### config.mk
export PLATFORM = sky130hd
export DESIGN_NAME = pc_gen_flat
export DESIGN_NICKNAME = d
export VERILOG_FILES = /design/src/rtl/pc_gen_pkg.sv /design/src/rtl/pc_gen_if.sv /design/src/rtl/pc_gen_ras.sv /design/src/rtl/pc_gen.sv /design/src/flat_wrapper.sv
export SDC_FILE = /design/constraint.sdc
export NUM_CORES = 1
export LEC_CHECK = 0
export CORE_AREA = 2 2 132 134
export DETAILED_ROUTE_END_ITERATION = 16
export DIE_AREA = 0 0 134 136
export GPL_TIMING_DRIVEN = 0
export PLACE_DENSITY = 0.88
export SETUP_SLACK_MARGIN = 0.1
export SLEW_MARGIN = 20
export SYNTH_ARGS = -nofsm -noshare
export SYNTH_HDL_FRONTEND = slang
export SYNTH_SLANG_ARGS = --single-unit
### constraint.sdc
create_clock -name clk -period 5.1 [get_ports clk]
set_input_delay 0.765 -clock clk [delete_from_list [all_inputs] [get_ports clk]]
set_output_delay 0.765 -clock clk [all_outputs]
set_load 0.05 [all_outputs]
### src/rtl/pc_gen_pkg.sv
// rtl/pc_gen_pkg.sv - shared constants, defaults and next-pc source encoding for pc_gen
//
// Purpose : common enable/stop/branch levels, parameter defaults, the
//           next-pc source enumeration and the alignment helper.
// Ports   : none (package).
package pc_gen_pkg;

    localparam logic ENABLE   = 1'b1;
    localparam logic DISABLE  = 1'b0;
    localparam logic NOT_STOP = 1'b0;
    localparam logic BRANCH   = 1'b1;

    localparam int          ADDR_W_DEF   = 32;
    localparam int          STEP_DEF     = 4;
    localparam logic [31:0] RESET_PC_DEF = 32'h0000_0000;

    // Which source feeds the next pc; listed highest priority first.
    typedef enum logic [2:0] {
        SRC_HOLD,
        SRC_FLUSH,
        SRC_BRANCH,
        SRC_DEFER,
        SRC_PEND,
        SRC_RAS,
        SRC_SEQ
    } pc_src_e;

    function automatic logic is_misaligned(input logic [1:0] lsb);
        return lsb != 2'b00;
    endfunction

endpackage

### src/rtl/pc_gen_if.sv
// rtl/pc_gen_if.sv - fetch-side bus between pc_gen and the instruction memory / if_id
//
// Purpose : carries the fetch address, its enable and alignment flag out,
//           and the memory's acceptance back.
// Signals : pc, ce, pc_misaligned (generator -> memory), fetch_ready (memory -> generator).
interface pc_gen_if #(
    parameter int ADDR_W = 32
);
    logic [ADDR_W-1:0] pc;
    logic              ce;
    logic              pc_misaligned;
    logic              fetch_ready;

    modport master (
        output pc,
        output ce,
        output pc_misaligned,
        input  fetch_ready
    );

    modport slave (
        input  pc,
        input  ce,
        input  pc_misaligned,
        output fetch_ready
    );
endinterface

### src/rtl/pc_gen_ras.sv
// rtl/pc_gen_ras.sv - circular return-address stack with saturating count
//
// Purpose : return-address prediction storage. A push when full overwrites
//           the oldest entry; push together with pop replaces the top entry.
// Ports   : clk, reset (sync, active-high), clear, push, pop, push_addr,
//           top (current top entry), empty, full.
import pc_gen_pkg::*;

module pc_ras #(
    parameter int ADDR_W = ADDR_W_DEF,
    parameter int DEPTH  = 4
) (
    input  logic              clk,
    input  logic              reset,
    input  logic              clear,
    input  logic              push,
    input  logic              pop,
    input  logic [ADDR_W-1:0] push_addr,
    output logic [ADDR_W-1:0] top,
    output logic              empty,
    output logic              full
);
    localparam int PTR_W = $clog2(DEPTH);
    localparam int CNT_W = $clog2(DEPTH + 1);

    logic [ADDR_W-1:0] mem_q [DEPTH];
    logic [PTR_W-1:0]  top_q, top_d;
    logic [CNT_W-1:0]  cnt_q, cnt_d;
    logic              do_pop;
    logic              wr_en;
    logic [PTR_W-1:0]  wr_ptr;

    assign empty  = (cnt_q == '0);
    assign full   = (cnt_q == CNT_W'(DEPTH));
    assign top    = mem_q[top_q];
    assign do_pop = pop & ~empty;

    always_comb begin
        top_d  = top_q;
        cnt_d  = cnt_q;
        wr_en  = 1'b0;
        wr_ptr = top_q;
        if (clear) begin
            cnt_d = '0;
        end else if (push && do_pop) begin
            // Old top is consumed and the new return address takes its slot.
            wr_en = 1'b1;
        end else if (push) begin
            // DEPTH is a power of two, so the pointer wraps naturally and
            // the slot after the top is the oldest entry when full.
            top_d  = top_q + PTR_W'(1);
            wr_ptr = top_q + PTR_W'(1);
            wr_en  = 1'b1;
            if (!full) cnt_d = cnt_q + CNT_W'(1);
        end else if (do_pop) begin
            top_d = top_q - PTR_W'(1);
            cnt_d = cnt_q - CNT_W'(1);
        end
    end

    always_ff @(posedge clk) begin
        if (reset) begin
            top_q <= '0;
            cnt_q <= '0;
        end else begin
            top_q <= top_d;
            cnt_q <= cnt_d;
        end
    end

    always_ff @(posedge clk) begin
        if (wr_en && !reset) mem_q[wr_ptr] <= push_addr;
    end

endmodule

### src/rtl/pc_gen.sv
// rtl/pc_gen.sv - fetch-stage program-counter generator with redirects and RAS prediction
//
// Purpose : picks the next fetch address from flush, branch, deferred branch,
//           return-address stack and sequential step, in that priority.
// Ports   : clk, reset (sync, active-high), stall_if, flush/flush_pc,
//           branch_flag/branch_target, ras_push/ras_push_addr, ras_pop,
//           redirect_pending, ras_empty, fetch (pc_gen_if master: pc, ce,
//           pc_misaligned, fetch_ready).
import pc_gen_pkg::*;

module pc_gen #(
    parameter int              ADDR_W    = ADDR_W_DEF,
    parameter logic [ADDR_W-1:0] RESET_PC = ADDR_W'(RESET_PC_DEF),
    parameter int              STEP      = STEP_DEF,
    parameter int              RAS_DEPTH = 4
) (
    input  logic              clk,
    input  logic              reset,
    input  logic              stall_if,
    input  logic              flush,
    input  logic [ADDR_W-1:0] flush_pc,
    input  logic              branch_flag,
    input  logic [ADDR_W-1:0] branch_target,
    input  logic              ras_push,
    input  logic [ADDR_W-1:0] ras_push_addr,
    input  logic              ras_pop,
    output logic              redirect_pending,
    output logic              ras_empty,
    pc_gen_if.master          fetch
);
    logic              ce_q;
    logic [ADDR_W-1:0] pc_q, pc_d;
    logic              pend_q, pend_d;
    logic [ADDR_W-1:0] pend_pc_q, pend_pc_d;
    logic              adv;
    pc_src_e           src;

    logic [ADDR_W-1:0] ras_top;
    logic              ras_do_push;
    logic              ras_do_pop;
    logic              ras_clear;

    assign adv = ce_q & (stall_if == NOT_STOP) & fetch.fetch_ready;

    always_comb begin
        src = SRC_HOLD;
        if (ce_q) begin
            if (flush)                                src = SRC_FLUSH;
            else if (branch_flag == BRANCH)           src = adv ? SRC_BRANCH : SRC_DEFER;
            else if (pend_q && adv)                   src = SRC_PEND;
            else if (ras_pop && adv && !ras_empty)    src = SRC_RAS;
            else if (adv)                             src = SRC_SEQ;
        end
    end

    always_comb begin
        pc_d      = pc_q;
        pend_d    = pend_q;
        pend_pc_d = pend_pc_q;
        case (src)
            SRC_FLUSH: begin
                pc_d   = flush_pc;
                pend_d = 1'b0;
            end
            SRC_BRANCH: begin
                pc_d   = branch_target;
                pend_d = 1'b0;
            end
            SRC_DEFER: begin
                // Fetch is held: remember the target, newest branch wins.
                pend_pc_d = branch_target;
                pend_d    = 1'b1;
            end
            SRC_PEND: begin
                pc_d   = pend_pc_q;
                pend_d = 1'b0;
            end
            SRC_RAS:   pc_d = ras_top;
            SRC_SEQ:   pc_d = pc_q + ADDR_W'(STEP);
            default:   ;
        endcase
    end

    assign ras_do_push = ras_push & ce_q & ~flush;
    assign ras_do_pop  = (src == SRC_RAS);
    assign ras_clear   = ce_q & flush;

    pc_ras #(
        .ADDR_W (ADDR_W),
        .DEPTH  (RAS_DEPTH)
    ) u_ras (
        .clk       (clk),
        .reset     (reset),
        .clear     (ras_clear),
        .push      (ras_do_push),
        .pop       (ras_do_pop),
        .push_addr (ras_push_addr),
        .top       (ras_top),
        .empty     (ras_empty),
        .full      ()
    );

    always_ff @(posedge clk) begin
        if (reset) begin
            ce_q      <= DISABLE;
            pc_q      <= RESET_PC;
            pend_q    <= 1'b0;
            pend_pc_q <= '0;
        end else begin
            ce_q      <= ENABLE;
            pc_q      <= pc_d;
            pend_q    <= pend_d;
            pend_pc_q <= pend_pc_d;
        end
    end

    assign fetch.pc            = pc_q;
    assign fetch.ce            = ce_q;
    assign fetch.pc_misaligned = is_misaligned(pc_q[1:0]);
    assign redirect_pending    = pend_q;

endmodule

### src/flat_wrapper.sv
// flat-port wrapper written by rule: the top's interface ports become plain ports
module pc_gen_flat 
#(
    parameter int              ADDR_W    = ADDR_W_DEF,
    parameter logic [ADDR_W-1:0] RESET_PC = ADDR_W'(RESET_PC_DEF),
    parameter int              STEP      = STEP_DEF,
    parameter int              RAS_DEPTH = 4
)
  (clk, reset, stall_if, flush, flush_pc, branch_flag, branch_target, ras_push, ras_push_addr, ras_pop, redirect_pending, ras_empty, fetch_pc, fetch_ce, fetch_pc_misaligned, fetch_fetch_ready);
  pc_gen_if #(.ADDR_W(ADDR_W)) fetch_i ();
  input  logic clk;
  input  logic reset;
  input  logic stall_if;
  input  logic flush;
  input  logic [ADDR_W-1:0] flush_pc;
  input  logic branch_flag;
  input  logic [ADDR_W-1:0] branch_target;
  input  logic ras_push;
  input  logic [ADDR_W-1:0] ras_push_addr;
  input  logic ras_pop;
  output logic redirect_pending;
  output logic ras_empty;
  output wire logic [$bits(fetch_i.pc)-1:0] fetch_pc;
  output wire logic [$bits(fetch_i.ce)-1:0] fetch_ce;
  output wire logic [$bits(fetch_i.pc_misaligned)-1:0] fetch_pc_misaligned;
  input wire logic [$bits(fetch_i.fetch_ready)-1:0] fetch_fetch_ready;
  assign fetch_pc = fetch_i.pc;
  assign fetch_ce = fetch_i.ce;
  assign fetch_pc_misaligned = fetch_i.pc_misaligned;
  assign fetch_i.fetch_ready = fetch_fetch_ready;
  pc_gen #(.ADDR_W(ADDR_W), .RESET_PC(RESET_PC), .STEP(STEP), .RAS_DEPTH(RAS_DEPTH)) u_core (.clk(clk), .reset(reset), .stall_if(stall_if), .flush(flush), .flush_pc(flush_pc), .branch_flag(branch_flag), .branch_target(branch_target), .ras_push(ras_push), .ras_push_addr(ras_push_addr), .ras_pop(ras_pop), .redirect_pending(redirect_pending), .ras_empty(ras_empty), .fetch(fetch_i));
endmodule
* Word level (Yosys, flattened, before mapping) *
Memories as Yosys holds them, arrays and structs flattened. A register that Yosys moved wholly into a read port is not among the register bits.
Cells that the tools add are included.

storage, ports and cells
  flip-flop bits (word level) = 71
  bits in writable memories = 128
  bits of input ports = 104
  memories kept = 1

cells by class
  reductions and logical operators = 16
  add/subtract/negate cells = 5
  equality and inequality tests = 8
  multiplexer cells = 25
  bitwise logic cells = 11

memory list
  memory              depth  width  read ports  clocked after Yosys merged registers in  wr ports  line              RTL
  u_core.u_ras.mem_q  4      32     1           1                                        1         pc_gen_ras.sv:26  logic [ADDR_W-1:0] mem_q [DEPTH];

operators by type and width
  operator                                                               number
  32-bit one-hot mux with 5 select lines                                 1
  32-bit by 3-bit adder with 32-bit output, second input constant        1
  3-bit 2-to-1 mux                                                       9
  2-bit 2-to-1 mux                                                       7
  3-bit equality test, second input constant                             4
  1-bit 2-to-1 mux                                                       7
  1-bit bitwise AND                                                      6
  3-bit by 2-bit equality test with 1-bit output, second input constant  2
  3-bit AND reduction                                                    2
  2-bit nonzero test                                                     3
  1-bit logical AND                                                      5
  1-bit inverter                                                         5
  5-bit nonzero test                                                     1
  3-bit by 1-bit adder with 3-bit output, second input constant          1
  3-bit by 1-bit equality test with 1-bit output, second input constant  1
  3-bit zero test                                                        1
  3-bit OR reduction                                                     1
  3-bit by 1-bit subtractor with 3-bit output, second input constant     1
  2-bit by 1-bit adder with 2-bit output, second input constant          1
  1-bit zero test                                                        2
  2-bit != test, second input constant                                   1
  1-bit one-hot mux with 2 select lines                                  1
  2-bit OR reduction                                                     1
  2-bit by 1-bit subtractor with 2-bit output, second input constant     1

* Logic depth before layout (Yosys ltp) *
  depth after elaboration = 18
  depth in mapped cells = 8
  depth with buffers taken out = 6

* Cells and area by module *
From an unflattened synthesis, not the netlist that was laid out.

unflattened totals
  cell total of the unflattened synthesis = 804
  area total of the unflattened synthesis = 9385.3 sq um

modules (own cells, without submodules)
  module  cells an instance  area an instance (sq um)  instances
  pc_ras  238                5191.2                    1
  pc_gen  566                4194.0                    1

* Worst setup path after synthesis *
No wires, ideal clock.

  path kind = register to register
  start = register u_core.ce_q, in the netlist u_core.fetch.ce
  end = memory u_core.u_ras.mem_q[0][0] (enable)
  data required time = 4679 ps
  clock period less this slack = 3991 ps
  data arrival time = 3570 ps
  stages on the path, launching flop included = 8
  path slack = 1109 ps
  buffers on the path = 2
  library setup time = 421 ps
  cells stage by stage = dfxtp_1 > buf_2 > nor4bb_1 > clkbuf_1 > nand3_1 > o21ai_0 > mux2_2 > nor2_1

on the way
  longest elaborated chain between the ends = 17
  elaborated cells between the ends (all ways) = 27
  classes of those cells = eq/ne: 1; mux: 15; bitwise: 6; reduce/logical: 5

RTL lines
  what                                    line              RTL
  from (decl)                             pc_gen.sv:31      logic ce_q;
  from (signal assigned)                  pc_gen.sv:105     ce_q <= DISABLE;
  from (signal assigned)                  pc_gen.sv:110     ce_q <= ENABLE;
  1-bit bitwise AND (2 in series)         pc_gen.sv:43      assign adv = ce_q & (stall_if == NOT_STOP) & fetch.fetch_ready;
  1-bit logical AND (2 in series)         pc_gen.sv:51      else if (ras_pop && adv && !ras_empty) src = SRC_RAS;
  3-bit 2-to-1 mux                        pc_gen.sv:51
  3-bit 2-to-1 mux                        pc_gen.sv:50      else if (pend_q && adv) src = SRC_PEND;
  3-bit 2-to-1 mux                        pc_gen.sv:49      else if (branch_flag == BRANCH) src = adv ? SRC_BRANCH : SRC_DEFER;
  3-bit 2-to-1 mux                        pc_gen.sv:48      if (flush) src = SRC_FLUSH;
  3-bit 2-to-1 mux                        pc_gen.sv:47      if (ce_q) begin
  3-bit equality test                     pc_gen.sv:85      assign ras_do_pop = (src == SRC_RAS);
  1-bit bitwise AND                       pc_gen_ras.sv:36  assign do_pop = pop & ~empty;
  1-bit logical AND                       pc_gen_ras.sv:45  end else if (push && do_pop) begin
  1-bit 2-to-1 mux                        pc_gen_ras.sv:45
  1-bit 2-to-1 mux                        pc_gen_ras.sv:43  if (clear) begin
  1-bit logical AND                       pc_gen_ras.sv:72  if (wr_en && !reset) mem_q[wr_ptr] <= push_addr;
  1-bit 2-to-1 mux                        pc_gen_ras.sv:72
  1-bit 2-to-1 mux (implied by the code)  pc_gen_ras.sv:72
  to (decl)                               pc_gen_ras.sv:26

Several ways; a longest one is shown, not always the timed one.

* Worst setup path in the final report *
  start = input flush
  end = memory u_core.u_ras.mem_q[0][8] (enable)

on the way
  longest elaborated chain between the ends = 10
  elaborated cells between the ends (all ways) = 17
  classes of those cells = eq/ne: 1; mux: 10; bitwise: 4; reduce/logical: 2

RTL lines
  what                                    line                RTL
  from (decl)                             flat_wrapper.sv:14  input logic flush;
  3-bit 2-to-1 mux                        pc_gen.sv:48
  3-bit 2-to-1 mux                        pc_gen.sv:47
  3-bit equality test                     pc_gen.sv:85
  1-bit bitwise AND                       pc_gen_ras.sv:36
  1-bit logical AND                       pc_gen_ras.sv:45
  1-bit 2-to-1 mux                        pc_gen_ras.sv:45
  1-bit 2-to-1 mux                        pc_gen_ras.sv:43
  1-bit logical AND                       pc_gen_ras.sv:72
  1-bit 2-to-1 mux                        pc_gen_ras.sv:72
  1-bit 2-to-1 mux (implied by the code)  pc_gen_ras.sv:72

Several ways; a longest one is shown, not always the timed one.

==> flow_results.xml <==
<?xml version="1.0" encoding="UTF-8"?>
<metrics>
  <group name="status">
    <metric name="run_status" unit="">completed</metric>
  </group>
  <group name="power">
    <metric name="share_clk_of_total_power" unit="%">41.1</metric>
    <metric name="net_switching_power" unit="uW">883</metric>
    <metric name="ir_drop" unit="uV">249</metric>
    <metric name="p_comb_share" unit="%">10.5</metric>
    <metric name="seq_power_share" unit="%">48.4</metric>
    <metric name="cell_internal_pwr" unit="mW">2.83</metric>
    <metric name="total_leakage_power" unit="nW">3.60</metric>
    <metric name="sw_frac_of_total" unit="%">23.8</metric>
    <metric name="power-per-cell-area" unit="nW/um2">327</metric>
  </group>
  <group name="placement">
    <metric name="placedInstanceArea" unit="um2">10700</metric>
    <metric name="portBuffers" unit="">139</metric>
    <metric name="place_hpwl" unit="mm">18.0</metric>
    <metric name="gp_routability_congestion" unit="">0.935</metric>
  </group>
  <group name="grt">
    <metric name="number_of_global_route_vias_before_repair" unit="">6969</metric>
    <metric name="total_routing_resource_utilization_after_global_routing" unit="%">28.2</metric>
    <metric name="grt_max_degree" unit="">23</metric>
    <metric name="grt_pass1_wl" unit="mm">39.3</metric>
    <metric name="grt_remaining_overflow" unit="">0</metric>
    <metric name="antenna_found_initial" unit="">0</metric>
  </group>
  <group name="run">
    <metric name="maximum_capacitance_violations" unit="">0</metric>
  </group>
  <group name="timing">
    <metric name="worstMarginPinSlew" unit="ns">1.04</metric>
    <metric name="part_of_the_cycle_the_worst_path_needs" unit="%">74.0</metric>
    <metric name="maxSlewViolCount" unit="">0</metric>
    <metric name="clock_skew" unit="ns">0.0163</metric>
    <metric name="timing.final.crit_period" unit="ns">3.78</metric>
    <metric name="setup_violations" unit="">0</metric>
    <metric name="grt_setup_unrepaired" unit="">no</metric>
    <metric name="tns" unit="ns">0</metric>
    <metric name="max_freq" unit="MHz">265</metric>
    <metric name="timing.slew.headroom" unit="%">30.3</metric>
    <metric name="final-hold-violation-count" unit="">0</metric>
  </group>
  <group name="logic_synthesis">
    <metric name="syn_inst" unit="">725</metric>
    <metric name="synth.ff_latch_count" unit="">201</metric>
    <metric name="synth-simple-area-share" unit="%">11.1</metric>
    <metric name="post_synth_mux_area_share" unit="%">8.58</metric>
    <metric name="cell_area_after_synthesis" unit="um2">8880</metric>
    <metric name="synth_compound_gate_area_share" unit="%">16.1</metric>
    <metric name="synth_edf_count" unit="">128</metric>
    <metric name="yosys.cell_count.top_type" unit="">edfxtp_1</metric>
    <metric name="postSynthNetCount" unit="">833</metric>
    <metric name="netlist.top_cell.by_area" unit="">edfxtp_1</metric>
    <metric name="synth-main-ff-cell" unit="">edfxtp_1</metric>
    <metric name="synth_area_per_cell" unit="um2">12.3</metric>
    <metric name="synth.yosys.seq_area_share" unit="%">59.7</metric>
    <metric name="asyncSetResetFlopFracSynth" unit="%">0</metric>
    <metric name="synth_largest_type_area_fraction" unit="%">43.3</metric>
    <metric name="synth.top_cells.by_area" unit="">edfxtp_1 (43%), dfxtp_1 (16%), mux4_2 (8.1%), nand2_1 (4.1%), a21oi_1 (2.8%)</metric>
    <metric name="yosysWarnings" unit="">0</metric>
    <metric name="ys_top_cells_by_count" unit="">edfxtp_1 (128), nand2_1 (97), dfxtp_1 (73), a21oi_1 (49), o21ai_0 (41)</metric>
    <metric name="synth-xor-area-share" unit="%">1.28</metric>
    <metric name="synth_adder_area_share" unit="%">0.648</metric>
    <metric name="synthDistinctLibCells" unit="">61</metric>
    <metric name="synth_top_family_by_area" unit="">compound AO/OA/AOI/OAI gates</metric>
  </group>
  <group name="min_path">
    <metric name="hold-path-cell-count" unit="">2</metric>
    <metric name="min-delay-path-class" unit="">reg2reg</metric>
    <metric name="hold-path-endpoint" unit="">u_core.pend_pc_q[4]</metric>
    <metric name="timing.hold.worst.start" unit="">u_core.pend_pc_q[4]</metric>
  </group>
  <group name="route">
    <metric name="route.detailed.drc" unit="">0</metric>
    <metric name="drt-wirelength-per-cell" unit="um">22.8</metric>
    <metric name="detail_route.wirelength" unit="mm">25.7</metric>
    <metric name="topRoutingLayerUsed" unit="">met4</metric>
    <metric name="drt_iter0_markers" unit="">937</metric>
    <metric name="wl_met3" unit="mm">2.91</metric>
    <metric name="met2_wirelength" unit="mm">12.3</metric>
    <metric name="detail_route.first_pass.iterations" unit="">6</metric>
    <metric name="dr_total_vias" unit="">7259</metric>
    <metric name="ant_nets" unit="">0</metric>
    <metric name="routed_via_density" unit="">6.44</metric>
    <metric name="wirelength_met1" unit="mm">9.67</metric>
  </group>
  <group name="worst_setup_path">
    <metric name="worst_r2r_endpoint" unit="">u_core.u_ras.mem_q[0][8]</metric>
    <metric name="timing.critical_path.to_type" unit="">register</metric>
    <metric name="cp.arrival" unit="ns">3.98</metric>
    <metric name="rr_startpoint" unit="">u_core.fetch.ce</metric>
    <metric name="critical_path.startpoint_type" unit="">primary input</metric>
    <metric name="worstSetupPathType" unit="">in2reg</metric>
    <metric name="r2r_slack" unit="ns">1.71</metric>
    <metric name="worst_ep_required_time" unit="ns">5.30</metric>
    <metric name="crit_path_max_fanout" unit="">17</metric>
    <metric name="worst_r2r_path_depth" unit="">8</metric>
  </group>
  <group name="die">
    <metric name="die_area" unit="um2">18200</metric>
    <metric name="io_pins" unit="">140</metric>
    <metric name="start_util" unit="%">52.6</metric>
    <metric name="core-area" unit="um2">16900</metric>
    <metric name="dieHeight" unit="um">136</metric>
    <metric name="fp.dieW" unit="um">134</metric>
    <metric name="core.rowCount" unit="">48</metric>
  </group>
  <group name="final_layout">
    <metric name="fill_cells" unit="">1197</metric>
    <metric name="finish.utilization" unit="%">67.4</metric>
    <metric name="final_layout_size_suffix_gt1_share" unit="%">10.4</metric>
    <metric name="finish.instance_area" unit="um2">11400</metric>
    <metric name="syn_to_final_growth" unit="%">28.0</metric>
    <metric name="nets" unit="">999</metric>
    <metric name="insertedDiodeCount" unit="">0</metric>
  </group>
  <group name="clocking">
    <metric name="clock_tree.htree_level_count" unit="">1</metric>
    <metric name="clkLatencyLatePin" unit="ns">0.50</metric>
    <metric name="clkSinkCount" unit="">201</metric>
    <metric name="post_cts_resize_count" unit="">0</metric>
    <metric name="tritoncts.num_buffers" unit="">21</metric>
    <metric name="number_of_buffers_inserted_by_hold_repair_at_cts" unit="">0</metric>
    <metric name="cts_tree" unit="">done</metric>
    <metric name="path_clk_slew" unit="ns">0.07</metric>
    <metric name="clock_path_buffers" unit="">3</metric>
    <metric name="cts_root_buf" unit="">clkbuf_16</metric>
    <metric name="cts.repair_timing.setup_buffer_count" unit="">0</metric>
  </group>
</metrics>
-- logic make-up (layout without fill, tap and decap cells) --
kind of cell	after synthesis	count (layout)
AND/OR/NAND/NOR	207	207
AO/OA/AOI/OAI	204	204
flip-flops	201	201
buffers and inverters	60	237
multiplexers	36	36
XOR/XNOR	13	13
adder cells (fa/ha/maj)	4	4
-- worst max-delay path by stage --
stage,from,end,slack (ns),depth (start not counted)
2_1_floorplan,u_core.fetch.ce,u_core.u_ras.mem_q[0][0],1.11,7
3_3_place_gp,flush,u_core.u_ras.mem_q[0][8],-0.65,7
3_5_place_dp,flush,u_core.u_ras.mem_q[0][8],0.92,8
4_1_cts,flush,u_core.u_ras.mem_q[0][24],1.44,8
5_1_grt,flush,u_core.u_ras.mem_q[0][8],1.17,8
6_report,flush,u_core.u_ras.mem_q[0][8],1.32,8
-- final cells by class --
type | count | area (um2) | share of cell area (%)
multi-input cells | 464 | 3380 | 29.7
plain buffers | 47 | 183 | 1.61
repair buffers | 143 | 1500 | 13.2
clock inverters | 11 | 134 | 1.18
inverters | 13 | 48.8 | 0.429
well taps | 225 | 282 | 2.48
clock buffers | 23 | 533 | 4.69
flip-flops and latches | 201 | 5310 | 46.7
-- routing by layer --
| metal | global-route usage [%] | vias up |
|---|---|---|
| met5 | 0 | - |
| met4 | 9.63 | 0 |
| met3 | 5.82 | 75 |
| met2 | 47.2 | 548 |
| met1 | 36.8 | 3447 |
| li1 | - | 3189 |
-- flip-flops by register name (all words and copies together) (netlist names), named ones only --
name and cells:
u_core.u_ras.mem_q 128, u_core.u_ras.cnt_q 3, u_core.u_ras.top_q 2, u_core.fetch.pc 32
u_core.fetch.ce 1, u_core.pend_pc_q 32, u_core.redirect_pending 1
-- through the flow --
stage,hold WS (ns),worst slack [ns],instances,power [mW]
after floorplan,0.432,1.11,725,2.02
after global placement,0.437,-0.649,1089,2.20
after detailed placement,0.442,0.921,1093,2.21
after CTS,0.456,1.44,1127,3.71
after global routing,0.477,1.17,1127,3.80
final,0.455,1.32,1127,3.72
-- placed cells by master (no fill, tap or decap), types with 4 or more instances in the layout --
cell type	synthesis	final
nor2_4	0	4
a31oi_1	5	5
nor3_1	13	13
inv_1	12	12
o21ai_0	41	41
a31o_2	13	13
buf_2	5	5
clkbuf_1	39	41
o22ai_1	4	4
clkdlybuf4s50_1	0	139
a221o_1	17	17
nand4_1	12	12
o32ai_1	5	5
nand3_1	21	21
o311ai_0	5	5
a21oi_1	49	49
nand2_1	97	97
buf_16	0	4
a221oi_1	23	23
mux4_2	32	32
o41a_1	4	4
xnor2_1	10	10
nor2_1	29	25
clkinv_1	1	5
and3_1	4	4
a211oi_1	5	5
dfxtp_1	73	73
clkbuf_16	0	21
nand2b_1	4	4
o31ai_1	11	11
edfxtp_1	128	128
-- worst max-delay path, cell delays in order --
cell and delay, ns:
clkdlybuf4s50_1 0.57, nor4bb_1 0.39, clkbuf_1 0.44, nand3_1 0.16
o21ai_0 0.38, mux2_2 0.44, nor2_4 0.57, buf_16 0.23
-- power by group through the flow --
stage | clock network [mW] | registers (mW) | logic (mW)
after floorplan | 0 | 1.88 | 0.136
after global placement | 0 | 1.83 | 0.370
after detailed placement | 0 | 1.83 | 0.380
after CTS | 1.53 | 1.80 | 0.384
after global routing | 1.59 | 1.80 | 0.409
final | 1.53 | 1.80 | 0.390
Note: power is estimated with default switching activity, not from simulation.
